**config.mk**
```make
export PLATFORM = sky130hd
export DESIGN_NAME = hazard_pipe_ctrl
export DESIGN_NICKNAME = d
export VERILOG_FILES = /design/src/rtl/hazard_pipe_ctrl.sv
export SDC_FILE = /design/constraint.sdc
export NUM_CORES = 1
export LEC_CHECK = 0
export BUFFER_PORTS_ARGS = -buffer_cell sky130_fd_sc_hd__buf_2
export CORE_MARGIN = 8
export CORE_UTILIZATION = 40
export DETAILED_ROUTE_END_ITERATION = 8
export PLACE_DENSITY = 0.9
export SLEW_MARGIN = 25
export SYNTH_ARGS = -nofsm -noshare
export SYNTH_HDL_FRONTEND = slang
export SYNTH_SLANG_ARGS = --single-unit
```
**constraint.sdc**
```tcl
create_clock -name clk -period 2.3 [get_ports clk]
set_clock_uncertainty 0.2 [all_clocks]
set_input_delay 0.46 -clock clk [delete_from_list [all_inputs] [get_ports clk]]
set_output_delay 0.46 -clock clk [all_outputs]
set_load 0.005 [all_outputs]
```
**src/rtl/hazard_pipe_ctrl.sv**
```systemverilog
// Stall/flush controller for the 5-stage pipeline: load-use bubble, branch flush, bounded memory wait.
// Define PIPE_PERF_CNT_EN to build the stall_cycles / flush_events performance counters.
module hazard_pipe_ctrl #(
  parameter int MEM_TIMEOUT = 16,
  parameter int CNT_W       = 32
) (
  input  logic             clk,
  input  logic             reset,
  input  logic [4:0]       id_rs1,
  input  logic [4:0]       id_rs2,
  input  logic             ex_mem_read,
  input  logic [4:0]       ex_rd,
  input  logic             ex_branch_taken,
  input  logic             mem_req,
  input  logic             mem_ready,
  output logic             pc_en,
  output logic             if_id_en,
  output logic             id_ex_en,
  output logic             ex_mem_en,
  output logic             mem_wb_en,
  output logic             if_id_flush,
  output logic             id_ex_flush,
  output logic             mem_wb_flush,
  output logic             mem_err,
  output logic             ctrl_state,
  output logic [CNT_W-1:0] stall_cycles,
  output logic [CNT_W-1:0] flush_events
);

  typedef enum logic {RUN = 1'b0, MEM_WAIT = 1'b1} state_t;

  localparam logic [7:0] TIMEOUT_LAST = 8'(MEM_TIMEOUT - 1);

  state_t     state_reg;
  logic [7:0] wait_cnt_reg;
  logic       mem_err_reg;

  logic timeout_hit;
  logic mem_hold;
  logic branch;
  logic load_use;

  assign timeout_hit = (state_reg == MEM_WAIT) && (wait_cnt_reg == TIMEOUT_LAST) && !mem_ready;
  assign mem_hold    = mem_req && !mem_ready && !timeout_hit;
  assign branch      = ex_branch_taken && !mem_hold;
  // rs2 is compared even when the ID instruction does not read it; the false stall is harmless.
  assign load_use    = ex_mem_read && (ex_rd != 5'd0) &&
                       ((ex_rd == id_rs1) || (ex_rd == id_rs2)) &&
                       !mem_hold && !ex_branch_taken;

  always_comb begin
    pc_en        = 1'b1;
    if_id_en     = 1'b1;
    id_ex_en     = 1'b1;
    ex_mem_en    = 1'b1;
    mem_wb_en    = 1'b1;
    if_id_flush  = 1'b0;
    id_ex_flush  = 1'b0;
    mem_wb_flush = 1'b0;
    if (reset) begin
      pc_en        = 1'b0;
      if_id_en     = 1'b0;
      id_ex_en     = 1'b0;
      ex_mem_en    = 1'b0;
      mem_wb_en    = 1'b0;
      if_id_flush  = 1'b1;
      id_ex_flush  = 1'b1;
      mem_wb_flush = 1'b1;
    end else if (mem_hold) begin
      // Freeze everything up to EX/MEM; feed bubbles into WB while the access is outstanding.
      pc_en        = 1'b0;
      if_id_en     = 1'b0;
      id_ex_en     = 1'b0;
      ex_mem_en    = 1'b0;
      mem_wb_en    = 1'b0;
      mem_wb_flush = 1'b1;
    end else if (branch) begin
      if_id_flush  = 1'b1;
      id_ex_flush  = 1'b1;
    end else if (load_use) begin
      pc_en        = 1'b0;
      if_id_en     = 1'b0;
      id_ex_flush  = 1'b1;
    end
  end

  always_ff @(posedge clk or posedge reset) begin
    if (reset) begin
      state_reg    <= RUN;
      wait_cnt_reg <= 8'd0;
      mem_err_reg  <= 1'b0;
    end else begin
      case (state_reg)
        RUN: begin
          if (mem_req && !mem_ready) begin
            state_reg    <= MEM_WAIT;
            wait_cnt_reg <= 8'd1;
          end
        end
        MEM_WAIT: begin
          if (mem_ready || !mem_req) begin
            state_reg    <= RUN;
            wait_cnt_reg <= 8'd0;
          end else if (timeout_hit) begin
            state_reg    <= RUN;
            wait_cnt_reg <= 8'd0;
            mem_err_reg  <= 1'b1;
          end else begin
            wait_cnt_reg <= wait_cnt_reg + 8'd1;
          end
        end
        default: begin
          state_reg    <= RUN;
          wait_cnt_reg <= 8'd0;
        end
      endcase
    end
  end

  assign mem_err    = mem_err_reg;
  assign ctrl_state = state_reg;

`ifdef PIPE_PERF_CNT_EN
  logic [CNT_W-1:0] stall_cnt_reg;
  logic [CNT_W-1:0] flush_cnt_reg;

  always_ff @(posedge clk or posedge reset) begin
    if (reset) begin
      stall_cnt_reg <= '0;
      flush_cnt_reg <= '0;
    end else begin
      if (!pc_en)
        stall_cnt_reg <= stall_cnt_reg + CNT_W'(1);
      if (branch)
        flush_cnt_reg <= flush_cnt_reg + CNT_W'(1);
    end
  end

  assign stall_cycles = stall_cnt_reg;
  assign flush_events = flush_cnt_reg;
`else
  assign stall_cycles = '0;
  assign flush_events = '0;
`endif

endmodule

```
==> results.py, run 1 <==
metrics = {
    "synthesis": {
        "synthTopCellsByCount": "buf_4 (68), dfrtp_1 (10), xnor2_1 (10)",
        "synth_top_area_cell": "buf_4",
        "avgSynthCellArea_um2": 8.44,
        "syn_inst": 143,
        "synth-seq-cells": 10,
        "ys_seq_area_frac": 0.207,
        "ys.flop_type": "dfrtp_1",
        "yosysMostFrequentCell": "buf_4",
        "synth_top_area_frac": 0.423,
        "ys_types": 31,
        "synth_edf_count": 0,
        "synthTopCellsByArea": "buf_4 (42%), dfrtp_1 (21%), xnor2_1 (7.3%)",
        "synthesis.yosys.warnings": 0,
        "synth_async_sr_flop_share": 1.00,
        "synth_area_um2": 1210,
    },
    "worst_setup_path": {
        "rr_worst_depth": 12,
        "crit_buf_inv": 2,
        "regToRegSetupSlack_ns": -0.06,
        "slowest_stage": "dfrtp_1",
        "required_ns": 1.64,
        "crit_path_start_kind": "flip-flop",
        "r2r_end": "wait_cnt_reg[0]",
        "r2r-start": "wait_cnt_reg[7]",
        "critPathTopFamily": "simple AND/OR/NAND/NOR gates",
        "crit_path_max_incr_delay_ns": 0.42,
        "endpoint": "if_id_en",
        "path_max_fanout": 3,
        "worst-setup-path-type": "flip-flop to primary output",
        "critical_path_arrival_ns": 1.78,
        "startpoint": "wait_cnt_reg[7]",
        "cp.depth": 7,
        "end_kind": "primary output",
        "worstPathCellList": "nor4_4, nand3_2, nand2_2, inv_2, or2_4, a21oi_2, buf_2",
    },
    "global_route": {
        "grt_overflow_total": 0,
        "track_usage": 0.111,
        "grt_pass1_wl_mm": 4.53,
        "antenna_found_initial": 0,
        "grt_pass1_vias": 1046,
        "grt_max_degree": 11,
    },
    "layout": {
        "syn2layout_area_growth_pct": 12.2,
        "largest_reg_flops": 8,
        "layout-drive-gt1-share": 0.351,
        "nets": 218,
        "n_fill_cell": 288,
        "final_cell_area_um2": 1360,
        "diodes": 0,
        "final_cells": 227,
    },
    "floorplanning": {
        "io-pin-count": 95,
        "rows": 20,
        "die_x_um": 70.9,
        "coreArea_um2": 2950,
        "start_util": 0.409,
        "die_area_um2": 5030,
        "die_h_um": 70.9,
    },
    "cts": {
        "cts_sinks": 10,
        "htreeDepth": 1,
        "root_buffer": "clkbuf_4",
        "cts_buffers": 3,
        "holdBufCountCts": 0,
        "clk_pin_slew_ns": 0.06,
        "cts.path.max_buffers": 2,
        "clk_latency_ns": 0.27,
        "cts_tree": "built",
    },
    "route": {
        "dr.pass1.iters": 4,
        "first_iter_violations": 20,
        "vias": 941,
        "wl_per_cell_um": 12.2,
        "drt-total-wl_mm": 2.78,
        "drtAntennaViolNets": 0,
        "drcViolationCount": 0,
        "viasPerCell": 4.15,
    },
    "sta": {
        "max_freq_ghz": 0.410,
        "holdWs_ns": -0.00528,
        "setup_slack_ns": -0.142,
        "final.min_clock_period_ns": 2.44,
        "rsz0062_at_grt": "yes",
        "hold_violations": 10,
        "fin_crit_sh": 1.06,
        "setup_viol": 9,
        "slew_violations": 0,
    },
    "power_and_ir_drop": {
        "pwr-share-comb": 0.309,
        "p_int_w": 0.000305,
        "pwr-share-clk": 0.264,
        "powerDensity_nw_per_um2": 331,
        "p_leak_nw": 0.759,
        "switching_power_w": 0.000143,
        "switching_share": 0.320,
        "pwr-share-seq": 0.427,
        "max-vdd-ir-drop_mv": 0.218,
    },
    "placed_design": {
        "place_area_um2": 1200,
        "dp_hpwl_mm": 2.28,
        "placedCellCount": 211,
        "portBuffers": 30,
        "gp_congestion": 0.739,
    },
    "outcome": {
        "failed_checks": "negative hold slack, negative setup slack",
        "outcome": "finished with violations",
    },
    "flow_run": {
        "drv_cap": 0,
    },
    "hold_path": {
        "hold_class": "input port to asynchronous set/reset pin",
    },
}
layer usage:
| metal | share of wire | track usage | up-vias |
|---|---|---|---|
| li1 | - | - | 447 |
| met4 | 0.020 | 0.0647 | 0 |
| met1 | 0.35 | 0.103 | 437 |
| met5 | 0 | 0 | - |
| met2 | 0.56 | 0.205 | 53 |
| met3 | 0.078 | 0.0381 | 4 |
cells in the final DEF, fill, tap and decap left out:
master and instances:
a211oi_2 1, a21o_1 1, a21oi_1 3, a21oi_2 1, a221o_1 1, a22o_1 2, a31oi_1 4, a41oi_1 2
and2_4 1, and3_1 2, and3_4 1, buf_2 30, buf_4 18, buf_6 5, clkbuf_4 3, conb_1 64
dfrtp_1 10, ha_2 1, inv_1 3, inv_2 1, mux2i_1 2, nand2_1 7, nand2_2 1, nand2b_1 2
nand3_1 5, nand3_2 1, nor2_1 3, nor2b_1 1, nor4_4 1, o21ai_0 1, o21ai_2 1, o21bai_1 1
o22ai_1 1, or2_4 1, or4_4 1, xnor2_1 10, xor2_1 1
repair_timing:
action,4_1_cts,5_1_grt
endpoints found under the setup margin,7,10
endpoints found under the hold margin,0,0
gates resized for setup,5,6
pin swaps,5,4
setup buffers,13,5
through the flow:
step	util	setup TNS [ns]	setup WS (ns)	hold WS [ns]	total power [W]
floorplan	-	0	0.0396	0.100	0.000351
global placement	0.406	-0.0643	-0.0643	0.263	0.000317
detailed placement	0.406	-0.0709	-0.0709	0.261	0.000321
CTS	0.452	-0.891	-0.149	0.00748	0.000446
global route	0.459	-1.61	-0.234	0.0223	0.000479
finish	0.459	-0.791	-0.142	-0.00528	0.000448
worst register-to-register path: stages (launching register included):
cell and delay (ns):
dfrtp_1 0.42, nor4_4 0.35, nand3_2 0.14, buf_4 0.16, buf_6 0.10, buf_6 0.10
buf_6 0.10, buf_6 0.11, buf_6 0.10, buf_4 0.11, buf_4 0.12, buf_4 0.13
and2_4 0.12
kinds of logic (layout without fill, tap and decap cells):
group / after synthesis / after routing / synth area share
buffers and inverters: 72 / 60 / 0.435
AND/OR/NAND/NOR: 27 / 27 / 0.134
AO/OA/AOI/OAI: 19 / 19 / 0.114
XOR/XNOR: 11 / 11 / 0.0798
flip-flops: 10 / 10 / 0.207
multiplexers: 2 / 2 / 0.0166
adder cells (fa/ha/maj): 1 / 1 / 0.0104
other: 1 / 64 / 0.00311
area by class of cell:
class / instances / area (um2) / share of cell area
inverters: 4 / 15.0 / 0.0111
multi-input cells: 124 / 684 / 0.505
well taps: 33 / 41.3 / 0.0305
repair buffers: 53 / 342 / 0.252
clock buffers: 3 / 22.5 / 0.0166
flip-flops and latches: 10 / 250 / 0.185
worst min-delay path by stage:
stage | slack [ns] | endpoint | startpoint
2_1_floorplan | 0.10 | ctrl_state | reset
3_3_place_gp | 0.26 | mem_err | mem_err
3_5_place_dp | 0.26 | mem_err | mem_err
4_1_cts | 0.007 | wait_cnt_reg[1] | reset
5_1_grt | 0.02 | ctrl_state | reset
6_report | -0.005 | wait_cnt_reg[7] | reset
power by group through the flow:
stage | Sequential [W] | Combinational [W] | Clock, W
finish | 0.000191 | 0.000139 | 0.000119
global route | 0.000192 | 0.000157 | 0.000130
CTS | 0.000191 | 0.000133 | 0.000122
detailed placement | 0.000194 | 0.000127 | 0
global placement | 0.000193 | 0.000123 | 0
floorplan | 0.000193 | 0.000158 | 0
No activity file was read; power rests on OpenSTA's default activity.
==> run 2: changes to the inputs <==
--- a/config.mk
+++ b/config.mk
@@ -6,10 +6,11 @@
 export NUM_CORES = 1
 export LEC_CHECK = 0
 export BUFFER_PORTS_ARGS = -buffer_cell sky130_fd_sc_hd__buf_2
+export CORE_ASPECT_RATIO = 1.75
 export CORE_MARGIN = 8
 export CORE_UTILIZATION = 40
 export DETAILED_ROUTE_END_ITERATION = 8
-export PLACE_DENSITY = 0.9
+export PLACE_DENSITY = 0.81
 export SLEW_MARGIN = 25
 export SYNTH_ARGS = -nofsm -noshare
 export SYNTH_HDL_FRONTEND = slang
==> run 2 against run 1 <==
Compared with the run above:
- the run ends with negative setup slack left
- combinational power up 5%
- clock power up 88%
- utilization up 0.39 points
- via count down 0.64%
- critical endpoint unchanged
- fmax up 1.7%
- register-to-register slack better by 0.48 ns
- critical path type unchanged
- sequential power about the same
- non-clock buffer count down 6
- first-iteration DRC count up 15%
==> results.py, run 2 (synthesis results as in run 1) <==
metrics = {
    "outcome": {
        "outcome": "finished with violations",
        "failed_checks": "negative setup slack",
    },
    "route": {
        "viasPerCell": 4.31,
        "vias": 935,
        "drcViolationCount": 0,
        "drtAntennaViolNets": 0,
        "dr.pass1.iters": 3,
        "wl_per_cell_um": 12.9,
        "drt-total-wl_mm": 2.80,
        "first_iter_violations": 23,
    },
    "sta": {
        "slew_violations": 0,
        "rsz0062_at_grt": "yes",
        "setup_viol": 7,
        "hold_violations": 0,
        "max_freq_ghz": 0.417,
        "final.min_clock_period_ns": 2.40,
        "finalSetupTns_ns": -0.498,
        "setup_slack_ns": -0.100,
        "fin_crit_sh": 1.04,
    },
    "layout": {
        "diodes": 0,
        "layout-drive-gt1-share": 0.328,
        "final_cell_area_um2": 1340,
        "largest_reg_flops": 8,
        "syn2layout_area_growth_pct": 11.0,
        "final_cells": 217,
        "nets": 212,
        "final_common_cell": "conb_1",
        "fin_util": 0.463,
        "mostFrequentLayoutCells": "conb_1 (64), buf_2 (28), buf_4 (17)",
        "n_fill_cell": 305,
    },
    "worst_setup_path": {
        "critical_path_arrival_ns": 1.74,
        "worstPathCellList": "nor4_4, nand3_4, nand2_4, inv_2, or2_4, a21oi_2, buf_2",
        "crit_path_start_kind": "flip-flop",
        "end_kind": "primary output",
        "path_max_fanout": 3,
        "regToRegSetupSlack_ns": 0.42,
        "worst-setup-path-type": "flip-flop to primary output",
        "crit_path_max_incr_delay_ns": 0.40,
        "crit_buf_inv": 2,
        "critPathTopFamily": "simple AND/OR/NAND/NOR gates",
        "slowest_stage": "dfrtp_1",
        "required_ns": 1.64,
    },
    "cts": {
        "cts_sinks": 10,
        "cts_tree": "built",
        "htreeDepth": 1,
        "cts_buffers": 3,
        "root_buffer": "clkbuf_8",
        "clk_latency_ns": 0.24,
        "clk_pin_slew_ns": 0.05,
        "cts.path.max_buffers": 2,
        "holdBufCountCts": 0,
    },
    "floorplanning": {
        "rows": 26,
        "die_h_um": 88.7,
        "io-pin-count": 95,
        "start_util": 0.417,
        "die_area_um2": 5100,
        "coreArea_um2": 2900,
        "die_x_um": 57.5,
    },
    "placed_design": {
        "gp_congestion": 0.837,
        "dp_hpwl_mm": 2.40,
        "placedCellCount": 207,
        "place_area_um2": 1200,
        "portBuffers": 30,
    },
    "global_route": {
        "grt_max_degree": 13,
        "track_usage": 0.104,
        "use_met3": 0.0597,
        "met1_usage": 0.0789,
        "antenna_found_initial": 0,
        "grt_pass1_wl_mm": 4.14,
        "grt.busiest_layer": "met2",
        "grt_pass1_vias": 1015,
        "grt_use_met2": 0.196,
        "grt_overflow_total": 0,
    },
    "power_and_ir_drop": {
        "p_total_w": 0.000562,
        "max-vdd-ir-drop_mv": 0.242,
        "powerDensity_nw_per_um2": 420,
        "p_leak_nw": 0.744,
    },
    "hold_path": {
        "hold_class": "input port to asynchronous set/reset pin",
    },
    "flow_run": {
        "drv_cap": 0,
    },
}
run 2: changes by cell type in the layout (fill, tap and decap cells not counted), moves of 2 or more:
cell	change
clkbuf_4	-3
buf_2	-2
buf_6	-3
clkbuf_8	+4
run 2: worst reg2reg max path, delay by kind of cell, from the launching register on:
kind                     cells  cell delay [ns]
AO/OA/AOI/OAI                3             0.46
adder cells (fa/ha/maj)      1             0.20
buffers and inverters        2             0.35
flip-flops                   1             0.39
AND/OR/NAND/NOR              1             0.19
run 2: stage by stage:
stage,setup slack (ns),hold WS [ns]
after floorplan,0.0396,0.100
after global placement,-0.0973,0.255
after detailed placement,-0.0896,0.274
after CTS,-0.0836,0.0350
after global routing,-0.215,0.0628
final,-0.100,0.0279
run 2: cell type report:
type,instances,area [um2],share of cell area
Multi-Input combinational cell,124,694,0.518
Timing Repair Buffer,47,290,0.217
Sequential cell,10,250,0.187
Clock buffer,4,55.1,0.0411
Tap cell,28,35.0,0.0261
Inverter,4,15.0,0.0112
run 2: metal layers:
metal / up-vias / routed length [um]
met5: - / 0
met4: 0 / 53
met1: 434 / 858
met2: 58 / 1590
li1: 438 / -
met3: 5 / 305
run 2: power by group:
part | switching, W | internal (W) | leakage [nW] | total [W]
clock | 0.0000732 | 0.000151 | 0.0288 | 0.000224
combinational | 0.0000812 | 0.0000648 | 0.580 | 0.000146
sequential | 0.00000814 | 0.000184 | 0.135 | 0.000192
run 2: repair_timing:
| action | 4_1_cts | 5_1_grt |
|---|---|---|
| setup buffers | 3 | 3 |
| pin swaps | 6 | 4 |
| resized for setup | 7 | 3 |
| setup endpoints to repair | 7 | 8 |
run 2: final timing paths:
| check | cells past startpoint | from | endpoint |
|---|---|---|---|
| min in group clk | 1 | mem_err | mem_err |
| min reg2reg | 1 | mem_err | mem_err |
| min | 2 | reset | ctrl_state |
| max reg2reg | 7 | wait_cnt_reg[1] | wait_cnt_reg[6] |
| max | 7 | wait_cnt_reg[4] | if_id_en |
| max in group asynchronous | 2 | reset | wait_cnt_reg[3] |
==> run 3: changes to the inputs <==
--- a/config.mk
+++ b/config.mk
@@ -6,11 +6,13 @@
 export NUM_CORES = 1
 export LEC_CHECK = 0
 export BUFFER_PORTS_ARGS = -buffer_cell sky130_fd_sc_hd__buf_2
+export CELL_PAD_IN_SITES_DETAIL_PLACEMENT = 1
+export CELL_PAD_IN_SITES_GLOBAL_PLACEMENT = 1
 export CORE_ASPECT_RATIO = 1.75
 export CORE_MARGIN = 8
-export CORE_UTILIZATION = 40
+export CORE_UTILIZATION = 26
 export DETAILED_ROUTE_END_ITERATION = 8
-export PLACE_DENSITY = 0.81
+export PLACE_DENSITY_LB_ADDON = 0.1
 export SLEW_MARGIN = 25
 export SYNTH_ARGS = -nofsm -noshare
 export SYNTH_HDL_FRONTEND = slang
==> run 3 against run 2 <==
Compared with the run above:
- the flow still finishes with violations (negative setup slack)
- power hardly changed
- critical path depth stayed put
- fmax is 0.53% lower
- routed wire length is 18% higher
- utilization is 16 points lower
- flip-flop and latch count stayed put
- die area is 40% higher
- sequential power hardly changed
- highest routed layer unchanged
==> results.py, run 3 (synthesis results as in run 1) <==
metrics = {
    "floorplanning": {
        "coreArea_um2": 4580,
        "start_util": 0.263,
        "die_x_um": 67.5,
        "die_h_um": 106,
        "io-pin-count": 95,
        "die_area_um2": 7170,
        "rows": 33,
    },
    "cts": {
        "clk_pin_slew_ns": 0.05,
        "clk_latency_ns": 0.23,
        "cts_buffers": 3,
        "root_buffer": "clkbuf_8",
        "cts_sinks": 10,
        "cts_tree": "built",
        "holdBufCountCts": 0,
        "htreeDepth": 1,
        "cts.path.max_buffers": 2,
    },
    "global_route": {
        "grt_max_degree": 13,
        "antenna_found_initial": 0,
        "grt_overflow_total": 0,
        "grt_pass1_vias": 1122,
        "grt_pass1_wl_mm": 5.27,
        "track_usage": 0.0900,
    },
    "route": {
        "first_iter_violations": 36,
        "wl_met1_mm": 1.03,
        "wl_met3_um": 222,
        "drt-total-wl_mm": 3.30,
        "routed.top_layer": "met4",
        "vias": 913,
        "drcViolationCount": 0,
        "drtAntennaViolNets": 0,
        "wl_per_cell_um": 13.5,
        "dr.pass1.iters": 3,
        "viasPerCell": 3.73,
        "dr_wl_met2_mm": 2.05,
    },
    "worst_setup_path": {
        "critical_path_arrival_ns": 1.75,
        "r2r_end": "wait_cnt_reg[7]",
        "r2r-start": "wait_cnt_reg[0]",
        "end_kind": "primary output",
        "regToRegSetupSlack_ns": 0.44,
        "critPathTopFamily": "flip-flops",
        "rr_worst_depth": 7,
        "endpoint": "id_ex_flush",
        "worstPathCellList": "ha_2, and3_4, nand3_2, nand2_2, buf_4, a221o_1, buf_2",
        "cp.depth": 7,
        "crit_path_start_kind": "flip-flop",
        "required_ns": 1.64,
        "startpoint": "wait_cnt_reg[0]",
        "worst-setup-path-type": "flip-flop to primary output",
        "crit_buf_inv": 2,
        "slowest_stage": "dfrtp_1",
        "path_max_fanout": 2,
        "crit_path_max_incr_delay_ns": 0.39,
    },
    "sta": {
        "rsz0062_at_grt": "yes",
        "setup_viol": 7,
        "hold_violations": 0,
        "holdWs_ns": 0.0451,
        "fin_crit_sh": 1.05,
        "final.min_clock_period_ns": 2.41,
        "setup_slack_ns": -0.113,
        "finalSetupTns_ns": -0.446,
        "slew_violations": 0,
        "max_freq_ghz": 0.414,
    },
    "layout": {
        "syn2layout_area_growth_pct": 13.9,
        "diodes": 0,
        "final_cells": 245,
        "layout-drive-gt1-share": 0.342,
        "mostFrequentLayoutCells": "conb_1 (64), buf_2 (30), buf_4 (21)",
        "n_fill_cell": 611,
        "nets": 216,
        "final_common_cell": "conb_1",
        "largest_reg_flops": 8,
    },
    "flow_run": {
        "drv_cap": 0,
    },
    "placed_design": {
        "portBuffers": 30,
        "gp_congestion": 0.748,
        "placedCellCount": 234,
        "dp_hpwl_mm": 2.94,
    },
    "power_and_ir_drop": {
        "p_leak_nw": 0.757,
        "max-vdd-ir-drop_mv": 0.291,
        "powerDensity_nw_per_um2": 409,
    },
    "outcome": {
        "failed_checks": "negative setup slack",
        "outcome": "finished with violations",
    },
    "hold_path": {
        "hold_class": "input port to asynchronous set/reset pin",
    },
}
==> run 3: cell count changes in the layout (fill, tap and decap cells not counted) <==
cell and delta:
buf_4 +4, buf_2 +2, buf_6 -2, nand2_2 +1
nand2_4 -1, nand3_2 +1, nand3_4 -1
==> run 3: worst register-to-register path: stages (launching register included) <==
cell and delay, ns:
dfrtp_1 0.39, ha_2 0.19, and3_4 0.18, buf_4 0.15
a211oi_2 0.17, buf_4 0.21, a41oi_1 0.12, a31oi_1 0.16
==> run 3: worst min-delay path by stage <==
stage | startpoint | endpoint | slack [ns]
detailed placement | mem_err | mem_err | 0.28
floorplan | reset | ctrl_state | 0.10
CTS | reset | wait_cnt_reg[1] | 0.06
global placement | mem_err | mem_err | 0.27
global route | reset | wait_cnt_reg[1] | 0.08
finish | reset | wait_cnt_reg[1] | 0.05
==> run 3: metal layers <==
layer / GRT usage / up-vias
li1: - / 440
met4: 0.0135 / 0
met3: 0.0295 / 2
met2: 0.184 / 39
met5: 0 / -
met1: 0.0784 / 432
==> run 3: timing repair <==
action,4_1_cts,5_1_grt
endpoints found under the setup margin,7,8
resized for setup,5,0
pin swaps,4,2
buffers inserted,4,3
==> run 3: cell type report <==
class / count / area (um2) / area share
clock buffers: 4 / 55.1 / 0.0400
inverters: 4 / 15.0 / 0.0109
multi-input cells: 124 / 682 / 0.496
flip-flops and latches: 10 / 250 / 0.182
well taps: 52 / 65.1 / 0.0473
repair buffers: 51 / 308 / 0.224
==> run 3: metrics by stage <==
| step | setup WS [ns] | instance area (um2) | util | total power, W |
|---|---|---|---|---|
| after global routing | -0.206 | 1380 | 0.300 | 0.000603 |
| after detailed placement | -0.0811 | 1250 | 0.274 | 0.000328 |
| after CTS | -0.132 | 1350 | 0.295 | 0.000562 |
| after floorplan | 0.0396 | 1440 | - | 0.000351 |
| final | -0.113 | 1380 | 0.300 | 0.000562 |
| after global placement | -0.0779 | 1250 | 0.274 | 0.000325 |
==> run 3: power breakdown <==
part | internal (W) | leakage [nW] | switching (W)
Clock | 0.000151 | 0.0288 | 0.0000725
Combinational | 0.0000636 | 0.593 | 0.0000830
Sequential | 0.000184 | 0.135 | 0.00000788
Total | 0.000398 | 0.757 | 0.000163
